===== config.mk =====
export PLATFORM = sky130hd
export DESIGN_NAME = prio_arbiter_fsm
export DESIGN_NICKNAME = d
export VERILOG_FILES = /design/src/rtl/prio_arbiter_fsm.sv
export SDC_FILE = /design/constraint.sdc
export NUM_CORES = 1
export LEC_CHECK = 0
export CAP_MARGIN = 20
export CORE_UTILIZATION = 44
export DETAILED_ROUTE_END_ITERATION = 12
export PLACE_DENSITY = 0.72
export SLEW_MARGIN = 40
export SYNTH_ARGS = -nofsm -noshare
export SYNTH_HDL_FRONTEND = slang
export SYNTH_SLANG_ARGS = --single-unit

===== constraint.sdc =====
create_clock -name clk -period 1.7 [get_ports clk]
set_input_delay 0.425 -clock clk [delete_from_list [all_inputs] [get_ports clk]]
set_output_delay 0.425 -clock clk [all_outputs]
set_load 0.01 [all_outputs]

===== src/rtl/prio_arbiter_fsm.sv =====
// Fixed-priority 4-way arbiter (req[3] highest): holds the grant until done, owner withdraw or MAX_HOLD cycles.
// Latency: grant one cycle after request, one-cycle bubble between grants; no backpressure, all outputs registered.
module prio_arbiter_fsm #(
  parameter int MAX_HOLD = 16
) (
  input  logic       clk,
  input  logic       rst_n,
  input  logic [3:0] req,
  input  logic       done,
  output logic [3:0] gnt,
  output logic [1:0] gnt_id,
  output logic       busy,
  output logic       timeout
);

  typedef enum logic [1:0] {
    S_IDLE    = 2'd0,
    S_GRANT   = 2'd1,
    S_RELEASE = 2'd2
  } state_t;

  localparam logic [7:0] HOLD_LAST = 8'(MAX_HOLD - 1);

  state_t     r_state, w_state_nxt;
  logic [7:0] r_cnt, w_cnt_nxt;
  logic [3:0] r_gnt, w_gnt_nxt;
  logic [1:0] r_gnt_id, w_gnt_id_nxt;
  logic       r_busy, w_busy_nxt;
  logic       r_timeout, w_timeout_nxt;

  logic       w_win_vld;
  logic [1:0] w_win_id;
  logic       w_owner_req;
  logic       w_expire;

  always_comb begin
    w_win_vld = |req;
    w_win_id  = 2'd0;
    casez (req)
      4'b1???: w_win_id = 2'd3;
      4'b01??: w_win_id = 2'd2;
      4'b001?: w_win_id = 2'd1;
      default: w_win_id = 2'd0;
    endcase
  end

  assign w_owner_req = req[r_gnt_id];
  assign w_expire    = (r_cnt == HOLD_LAST);

  always_ff @(posedge clk or negedge rst_n) begin
    if (!rst_n) begin
      r_state   <= S_IDLE;
      r_cnt     <= 8'd0;
      r_gnt     <= 4'd0;
      r_gnt_id  <= 2'd0;
      r_busy    <= 1'b0;
      r_timeout <= 1'b0;
    end else begin
      r_state   <= w_state_nxt;
      r_cnt     <= w_cnt_nxt;
      r_gnt     <= w_gnt_nxt;
      r_gnt_id  <= w_gnt_id_nxt;
      r_busy    <= w_busy_nxt;
      r_timeout <= w_timeout_nxt;
    end
  end

  always_comb begin
    w_state_nxt   = r_state;
    w_cnt_nxt     = r_cnt;
    w_gnt_nxt     = r_gnt;
    w_gnt_id_nxt  = r_gnt_id;
    w_busy_nxt    = r_busy;
    w_timeout_nxt = 1'b0;
    case (r_state)
      S_IDLE, S_RELEASE: begin
        w_cnt_nxt  = 8'd0;
        w_gnt_nxt  = 4'd0;
        w_busy_nxt = 1'b0;
        if (w_win_vld) begin
          w_state_nxt  = S_GRANT;
          w_gnt_nxt    = 4'b0001 << w_win_id;
          w_gnt_id_nxt = w_win_id;
          w_busy_nxt   = 1'b1;
        end else begin
          w_state_nxt = S_IDLE;
        end
      end
      S_GRANT: begin
        if (done || !w_owner_req || w_expire) begin
          w_state_nxt   = S_RELEASE;
          w_cnt_nxt     = 8'd0;
          w_gnt_nxt     = 4'd0;
          w_busy_nxt    = 1'b0;
          // Pulse only when the hold limit alone ended the grant.
          w_timeout_nxt = w_expire && !done && w_owner_req;
        end else begin
          w_cnt_nxt = r_cnt + 8'd1;
        end
      end
      default: begin
        w_state_nxt = S_IDLE;
        w_cnt_nxt   = 8'd0;
        w_gnt_nxt   = 4'd0;
        w_busy_nxt  = 1'b0;
      end
    endcase
  end

  assign gnt     = r_gnt;
  assign gnt_id  = r_gnt_id;
  assign busy    = r_busy;
  assign timeout = r_timeout;

endmodule


==> results.json, run 1 <==
{
  "cts_tree": "done",
  "setup-tns-final_ns": 0,
  "avgViaCountPerCell": 5.177,
  "cp_top_family": "buffers and inverters",
  "switching_share_pct": 30.11,
  "yosysTopAreaCell": "dfrtp_1",
  "fmax_mhz": 612.2,
  "yosysWarnings": 0,
  "synth_cells": 75,
  "required_ns": 1.27,
  "dp.final_hpwl_um": 1200,
  "avgSynthCellArea_um2": 10.78,
  "synth_nets": 83,
  "finalSetupViolations": 0,
  "p_leak_uw": 0.0004862,
  "ir_worst_vdd_v": 0.0007097,
  "area_growth_pct": 39.32,
  "grt_pass1_wl_um": 2766,
  "nets": 114,
  "vias": 673,
  "finalInstanceArea_mm2": 0.001126,
  "antennaDiodeCount": 0,
  "fin_skew_ns": 0.001101,
  "drc": 0,
  "finalCritPeriodShare_pct": 96.08,
  "io_buffer_count": 14,
  "start_util_pct": 46.81,
  "p_comb_share_pct": 36.0,
  "max-cap-violations": 0,
  "p_per_area_mw_per_mm2": 1167,
  "row_count": 15,
  "cts_buffer_depth": 2,
  "p_int_uw": 918.4,
  "pwr-share-seq_pct": 44.2,
  "grt_pass1_vias": 600,
  "r2r_start": "r_cnt[5]",
  "n_fill_cell": 134,
  "cts_buffers": 3,
  "outcome": "finished clean",
  "grt_max_degree": 19,
  "firstDrtPassIters": 4,
  "timing.final.ws_setup_ns": 0.06659,
  "reg2regPathDepth": 3,
  "slew_violations": 0,
  "ys_dominant_reg_cell": "dfrtp_1",
  "cp_cell_sequence": "clkdlybuf4s50_1",
  "r2r_slack_ns": 0.07,
  "routed_wl_um": 1616,
  "clk_pin_slew_ns": 0.10,
  "postRouteAntennaNets": 0,
  "gp_congestion": 0.7854,
  "synth_seq_cells": 18,
  "synth_area_um2": 808.3,
  "antenna_found_initial": 0,
  "cp_slowest_cell": "clkdlybuf4s50_1",
  "synth-async-reset-ratio_pct": 100.0,
  "die_y_um": 44.86,
  "die-area_mm2": 0.002012,
  "critPathBufInv": 1,
  "hold_violations": 0,
  "clock_latency_ns": 0.29,
  "synth_area_leaders": "dfrtp_1 (56%), o21ai_0 (8.0%), mux4_2 (2.8%)",
  "rsz0062_at_grt": "false",
  "wire_per_inst_um": 12.43,
  "yosysUniqueCellTypes": 27,
  "slew_headroom_pct": 67.61,
  "hold_class": "in2async",
  "grt_usage_pct": 19.81,
  "path_max_fanout": 2,
  "p_switching_uw": 395.8,
  "synth.most_common_cell": "dfrtp_1",
  "core_mm2": 0.001727,
  "synth_common_cells": "dfrtp_1 (18), o21ai_0 (13), nand2_1 (6)",
  "pwr-share-clk_pct": 19.9,
  "placed_area_mm2": 0.001080,
  "yosysSeqAreaShare_pct": 55.73,
  "die_w_um": 44.86,
  "htree_levels": 1,
  "final_layout_size_suffix_gt1_share_pct": 20.00,
  "finalCriticalPeriod_ns": 1.633,
  "critical_path_class": "reg2out",
  "max_stage_delay_ns": 0.54,
  "crit_path_start_kind": "register",
  "gr-total-overflow": 0,
  "preCtsSetupSlack_ns": -0.2002,
  "cp-end-kind": "primary output",
  "worst_pin_slew_ns": 0.4796,
  "cts.sink_count": 18,
  "cts-root-buf": "clkbuf_4",
  "drt_iter0_drc": 10,
  "io_pins": 15,
  "arrival_ns": 1.21,
  "synth_edf_count": 0,
  "synth_top_area_share_pct": 55.73,
  "rr_endpoint": "r_state[1]"
}
power by group through the flow:
stage               Clock, uW  Combinational [uW]  Sequential [uW]
finish                    261                 473              580
global route              291                 516              592
CTS                       271                 479              579
detailed placement          0                 450              598
global placement            0                 443              598
floorplan                   0                 170              604
registers in the layout, indices dropped and copies added (netlist names):
signal and cells:
busy 1, gnt 4, gnt_id 2, r_cnt 8, r_state 2, timeout 1
cell usage in the layout, fill, tap and decap left out, types with 2 or more instances in the layout:
master,Yosys,final
dfrtp_1,18,18
o21ai_0,13,13
clkdlybuf4s50_1,0,13
buf_4,0,13
nand2_1,6,6
nor2_1,4,4
nor3_1,4,4
or3_1,3,3
inv_1,3,3
clkbuf_4,0,3
nor3b_1,2,2
a211oi_1,2,2
xor2_1,2,2
cell type report:
| cell class | instances | area, um2 | area share (%) |
|---|---|---|---|
| sequential | 18 | 450.4 | 40.00 |
| multi-input combinational | 52 | 336.6 | 29.89 |
| timing repair buffer | 28 | 260.3 | 23.11 |
| clock buffer | 4 | 36.28 | 3.222 |
| tap | 25 | 31.28 | 2.778 |
| inverter | 3 | 11.26 | 1.000 |
what timing repair did:
action | 4_1_cts | 5_1_grt
endpoints found under the setup margin | 1 | 1
resized for setup | 0 | 1
buffers inserted | 1 | 0
pin swaps | 0 | 0
hold buffers | 0 | 0
through the flow:
stage	total power [uW]	util (%)	hold slack, ns	std cells
final	1314	65.22	0.4462	130
after global placement	1041	62.54	0.4280	125
after global routing	1399	65.22	0.4552	130
after CTS	1329	65.07	0.4482	130
after detailed placement	1048	62.54	0.4365	125
after floorplan	774.8	-	0.1294	75
worst max-delay path by stage:
stage / end / cells after the start / slack, ns / startpoint
after floorplan: r_state[1] / 4 / 0.11 / r_cnt[4]
after global placement: busy / 5 / -0.24 / req[0]
after detailed placement: busy / 5 / -0.20 / req[1]
after CTS: gnt_id[1] / 1 / 0.02 / gnt_id[1]
after global routing: busy / 5 / 0.003 / req[0]
final: busy / 1 / 0.07 / busy
cells by family after synthesis:
group	Yosys count	share of synthesized area [%]
muxes	1	2.786
adders and majority gates	1	1.548
xor gates and xnor gates	3	3.251
and+or+nand+nor	25	16.56
buffers and inverters	5	2.632
AOI/OAI and AO/OA	22	17.49
DFF	18	55.73
metal layers:
| layer | part of all wire (%) | wire length, um | GRT usage, % |
|---|---|---|---|
| met1 | 49 | 794 | 27.30 |
| met2 | 46 | 747 | 28.82 |
| met3 | 3.1 | 50 | 6.000 |
| met4 | 1.4 | 23 | 9.091 |
| met5 | 0 | 0 | 0 |
worst register-to-register path: cells and delay by family (launching register included):
| kind | cells | cell delay [ns] |
|---|---|---|
| flops | 1 | 0.42 |
| simple gates | 2 | 0.86 |
| compound gates | 1 | 0.26 |
No activity file was read; power rests on OpenSTA's default activity.
==> run 2, diff against run 1 <==
--- a/config.mk
+++ b/config.mk
@@ -8,7 +8,9 @@
 export CAP_MARGIN = 20
 export CORE_UTILIZATION = 44
 export DETAILED_ROUTE_END_ITERATION = 12
+export HOLD_SLACK_MARGIN = 0.03
 export PLACE_DENSITY = 0.72
+export SETUP_SLACK_MARGIN = 0.3
 export SLEW_MARGIN = 40
 export SYNTH_ARGS = -nofsm -noshare
 export SYNTH_HDL_FRONTEND = slang
==> run 2 against run 1 <==
Effect of this change:
- clock power decreased by 23%
- critical endpoint is now gnt[2]
- sequential power decreased by 1%
- cell count increased by 4.6%
- total power increased by 14%
- first-iteration DRC count increased by 10%
- routed wire length increased by 38%
- via count increased by 15%
- hold slack got worse by 0.0016 ns
- clock skew increased by 0.011 ns
- largest cell class is now multi-input gates
- critical path type is now reg2reg
- final area increased by 12%
==> results.json, run 2 (synthesized netlist as in run 1, its figures left out) <==
{
  "outcome": "finished clean",
  "nets": 121,
  "avgViaCountPerCell": 5.676,
  "finalSetupViolations": 0,
  "drt_iter0_drc": 11,
  "r2r_start": "r_cnt[6]",
  "rr_endpoint": "gnt[2]",
  "die-area_mm2": 0.002012,
  "finalCritPeriodShare_pct": 91.10,
  "largest_reg_flops": 8,
  "holdWs_ns": 0.4447,
  "htree_levels": 1,
  "wl_met1_um": 927,
  "die_y_um": 44.86,
  "grt_pass1_wl_um": 3180,
  "row_count": 15,
  "max_stage_delay_ns": 0.54,
  "rsz0062_at_grt": "true",
  "grt_pass1_vias": 679,
  "max-cap-violations": 0,
  "cp_top_family": "simple AND/OR/NAND/NOR gates",
  "critical_path_class": "reg2reg",
  "wire_per_inst_um": 16.42,
  "regMostFlops": "r_cnt",
  "slew_violations": 0,
  "clock_latency_ns": 0.29,
  "fin_skew_ns": 0.01165,
  "vias": 772,
  "crit_start": "r_cnt[6]",
  "grt_usage_pct": 22.89,
  "wl_met2_um": 1182,
  "final_layout_size_suffix_gt1_share_pct": 40.54,
  "final_cell_mix": "dfrtp_1 (18), buf_4 (17), o21ai_2 (6)",
  "hold_class": "reg2reg",
  "required_ns": 1.86,
  "io_pins": 15,
  "finalPower_uw": 1501,
  "worst_pin_slew_ns": 0.3455,
  "wl_met3_um": 102,
  "cp-end-kind": "register",
  "cts_buffers": 3,
  "r2r_slack_ns": 0.15,
  "crit_path_start_kind": "register",
  "top_layer": "met4",
  "antennaDiodeCount": 0,
  "postLayoutCoreUtil_pct": 73.04,
  "layout_commonest_cell": "dfrtp_1",
  "fmax_mhz": 645.7,
  "cts.sink_count": 18,
  "antenna_found_initial": 0,
  "slew_headroom_pct": 76.72,
  "whs_path_depth": 1,
  "postRouteAntennaNets": 0,
  "finalCriticalPeriod_ns": 1.549,
  "cts-root-buf": "clkbuf_4",
  "reg2regPathDepth": 3,
  "cp_cell_sequence": "or4_4, o21ai_0, o32ai_2",
  "start_util_pct": 46.81,
  "firstDrtPassIters": 5,
  "hold_violations": 0,
  "core_mm2": 0.001727,
  "die_w_um": 44.86,
  "gr-total-overflow": 0,
  "critPathBufInv": 0,
  "n_fill_cell": 121,
  "worst_hold_path.endpoint": "r_state[1]",
  "routed_wl_um": 2233,
  "area_growth_pct": 56.04,
  "io_buffer_count": 14,
  "ir_worst_vdd_v": 0.0007417,
  "dp.final_hpwl_um": 1324,
  "worstHoldStart": "r_state[1]",
  "clk_pin_slew_ns": 0.10,
  "p_leak_uw": 0.0005344,
  "drc": 0,
  "cp_slowest_cell": "or4_4",
  "gp_congestion": 0.7419,
  "grt_max_degree": 19,
  "arrival_ns": 1.71,
  "cts_tree": "done",
  "path_max_fanout": 4,
  "cts_buffer_depth": 2,
  "postCtsHoldBufs": 0,
  "p_per_area_mw_per_mm2": 1190
}
run 2: cell count changes in the layout (fill, tap and decap cells not counted), sizes merged:
cell / previous run / this run
dlygate4sd2: 0 / 5
nand2: 6 / 7
buf: 14 / 20
clkdlybuf4s50: 13 / 2
clkdlybuf4s15: 0 / 5
run 2: layer usage:
layer  track usage, %  up-vias
li1                 -      354
met3            6.000        2
met2            36.76       27
met5                0        -
met1            30.45      389
met4            7.273        0
run 2: layout make-up:
cell class | instances | area (um2) | area share (%)
Tap cell | 25 | 31.28 | 2.480
Timing Repair Buffer | 34 | 292.8 | 23.21
Multi-Input combinational cell | 53 | 452.9 | 35.91
Clock buffer | 3 | 22.52 | 1.786
Inverter | 3 | 11.26 | 0.8929
Sequential cell | 18 | 450.4 | 35.71
run 2: what timing repair did:
item / in CTS / in global routing
resized for setup: 24 / 27
setup endpoints to repair: 25 / 22
hold endpoints to repair: 0 / 0
setup buffers: 5 / 4
cloned: 1 / 0
pin swaps: 1 / 6
run 2: worst max-delay path by stage:
| stage | slack [ns] | depth (start not counted) | end |
|---|---|---|---|
| after floorplan | 0.16 | 4 | r_state[1] |
| after global placement | -0.14 | 4 | gnt[0] |
| after detailed placement | -0.19 | 4 | gnt[2] |
| after CTS | 0.09 | 1 | gnt_id[0] |
| after global routing | 0.14 | 3 | r_state[1] |
| final | 0.15 | 3 | gnt[2] |
run 2: worst register-to-register path, stage by stage, from the launching register on:
cell,delay (ns)
dfrtp_1,0.43
or4_4,0.54
o21ai_0,0.33
o32ai_2,0.13
run 2: metrics by stage:
stage / TNS, ns / std cells / instance area [um2] / setup WS (ns)
6_report: 0 / 136 / 1261 / 0.1514
5_1_grt: 0 / 136 / 1261 / 0.1378
4_1_cts: 0 / 132 / 1162 / 0.08710
3_5_place_dp: -2.535 / 123 / 1062 / -0.1948
3_3_place_gp: -1.757 / 123 / 1062 / -0.1364
2_1_floorplan: 0 / 75 / 824.5 / 0.1562
run 2: power by group:
| group | total (uW) | switching, uW | internal [uW] |
|---|---|---|---|
| Combinational | 728 | 355 | 373 |
| Clock | 200 | 118 | 82.2 |
| Sequential | 572 | 60.7 | 512 |
==> run 3, diff against run 2 <==
--- a/config.mk
+++ b/config.mk
@@ -6,10 +6,9 @@
 export NUM_CORES = 1
 export LEC_CHECK = 0
 export CAP_MARGIN = 20
-export CORE_UTILIZATION = 44
+export CORE_UTILIZATION = 25
 export DETAILED_ROUTE_END_ITERATION = 12
 export HOLD_SLACK_MARGIN = 0.03
-export PLACE_DENSITY = 0.72
 export SETUP_SLACK_MARGIN = 0.3
 export SLEW_MARGIN = 40
 export SYNTH_ARGS = -nofsm -noshare
==> run 3 against run 2 <==
Effect of this change:
- sequential power up 0.9%
- clock-buffer cell count up 1
- non-clock buffer count down 4
- combinational power down 16%
- routed wire length down 19%
- sequential cell count unchanged
- highest routed layer unchanged
- cell count up 12%
- register-to-register slack better by 0.06 ns
- final area down 1.3%
==> results.json, run 3 (synthesized netlist as in run 1, its figures left out) <==
{
  "outcome": "finished clean",
  "slew_headroom_pct": 80.56,
  "grt_pass1_wl_um": 3139,
  "p_leak_uw": 0.0005282,
  "routed_wl_um": 1816,
  "switching_share_pct": 33.09,
  "nets": 117,
  "arrival_ns": 1.71,
  "postRouteAntennaNets": 0,
  "io_pins": 15,
  "crit_path_start_kind": "register",
  "grt_usage_pct": 12.41,
  "gr-total-overflow": 0,
  "row_count": 20,
  "finalSetupViolations": 0,
  "fin_skew_ns": 0.01170,
  "cts_tree": "done",
  "htree_levels": 1,
  "fmax_mhz": 669.8,
  "antennaDiodeCount": 0,
  "finalInstanceArea_mm2": 0.001245,
  "core_mm2": 0.003053,
  "p_per_area_mw_per_mm2": 1169,
  "drt_iter0_drc": 17,
  "r2r_slack_ns": 0.21,
  "critical_path_class": "reg2reg",
  "gp_congestion": 0.7340,
  "cts_buffer_depth": 2,
  "pwr-share-seq_pct": 39.6,
  "die_y_um": 58.86,
  "area_growth_pct": 54.02,
  "finalCritPeriodShare_pct": 87.82,
  "die_w_um": 58.86,
  "grt_max_degree": 19,
  "firstDrtPassIters": 4,
  "cts_buffers": 3,
  "avgViaCountPerCell": 4.691,
  "seq_area_um2": 450.4,
  "required_ns": 1.92,
  "regMostFlops": "r_cnt",
  "dp.final_hpwl_um": 1242,
  "hold_class": "in2async",
  "cts-root-buf": "clkbuf_4",
  "wire_per_inst_um": 11.95,
  "max-cap-violations": 0,
  "pwr-share-clk_pct": 18.6,
  "grt_pass1_vias": 712,
  "io_buffer_count": 14,
  "slew_violations": 0,
  "cts.sink_count": 18,
  "vias": 713,
  "path_max_fanout": 3,
  "layout_commonest_cell": "dfrtp_1",
  "ir_worst_vdd_v": 0.0003322,
  "clk_pin_slew_ns": 0.12,
  "drc": 0,
  "largest_reg_flops": 8,
  "worst_pin_slew_ns": 0.2884,
  "reg2regPathDepth": 4,
  "final_layout_size_suffix_gt1_share_pct": 34.26,
  "p_comb_share_pct": 41.8,
  "placed_area_mm2": 0.001086,
  "postCtsHoldBufs": 0,
  "p_int_uw": 974.0,
  "multi_input_area_um2": 422.9,
  "hold_violations": 0,
  "clock_latency_ns": 0.30,
  "antenna_found_initial": 0,
  "die-area_mm2": 0.003465,
  "cp-end-kind": "register",
  "rsz0062_at_grt": "true",
  "start_util_pct": 26.48,
  "p_switching_uw": 481.6,
  "final_cell_mix": "dfrtp_1 (18), buf_4 (12), o21ai_0 (8)",
  "timing.final.ws_setup_ns": 0.2070,
  "n_fill_cell": 305,
  "finalCriticalPeriod_ns": 1.493,
  "preCtsSetupSlack_ns": -0.1807
}
[run 3: cell type report]
type	count	area share, %
Sequential cell	18	36.18
Clock buffer	4	2.915
Inverter	3	0.9045
Timing Repair Buffer	30	21.61
Multi-Input combinational cell	53	33.97
Tap cell	44	4.422
[run 3: critical path: stages, from the launching register on]
cell and delay (ns):
dfrtp_1 0.38, buf_6 0.10, mux4_2 0.55, buf_6 0.15
a311oi_2 0.23
[run 3: repair_timing]
item,4_1_cts,5_1_grt
endpoints found under the setup margin,25,18
gates cloned,1,0
gates resized for setup,33,9
buffers inserted,5,0
pin swaps,9,0
endpoints found under the hold margin,0,0
[run 3: layer usage]
layer,global-route usage (%),vias up,routed length (um)
met2,20.13,18,916
met4,7.143,0,15
li1,-,344,-
met5,0,-,0
met1,16.02,349,827
met3,1.319,2,57
[run 3: per-stage QoR]
stage          power, uW  hold slack, ns  TNS [ns]  cells  util (%)
2_1_floorplan      796.0          0.1294         0     75         -
3_3_place_gp        1035          0.4304    -2.096    142     35.57
3_5_place_dp        1040          0.4414    -2.180    142     35.57
4_1_cts             1456          0.4461         0    152     40.33
5_1_grt             1535          0.4600         0    152     40.78
6_report            1456          0.4434         0    152     40.78
[run 3: worst paths after layout]
| kind | startpoint | to |
|---|---|---|
| max | gnt_id[0] | r_state[1] |
| min | rst_n | r_state[1] |
| max reg2reg | gnt_id[0] | r_state[1] |
| min reg2reg | r_state[1] | r_state[1] |
| max in group asynchronous | rst_n | r_cnt[0] |
| min in group clk | r_state[1] | r_state[1] |
[run 3: power groups by stage]
stage          combinational (uW)  clock (uW)  sequential (uW)
6_report                      608         270              577
5_1_grt                       659         290              586
4_1_cts                       599         281              576
3_5_place_dp                  441           0              598
3_3_place_gp                  438           0              597
2_1_floorplan                 189           0              607
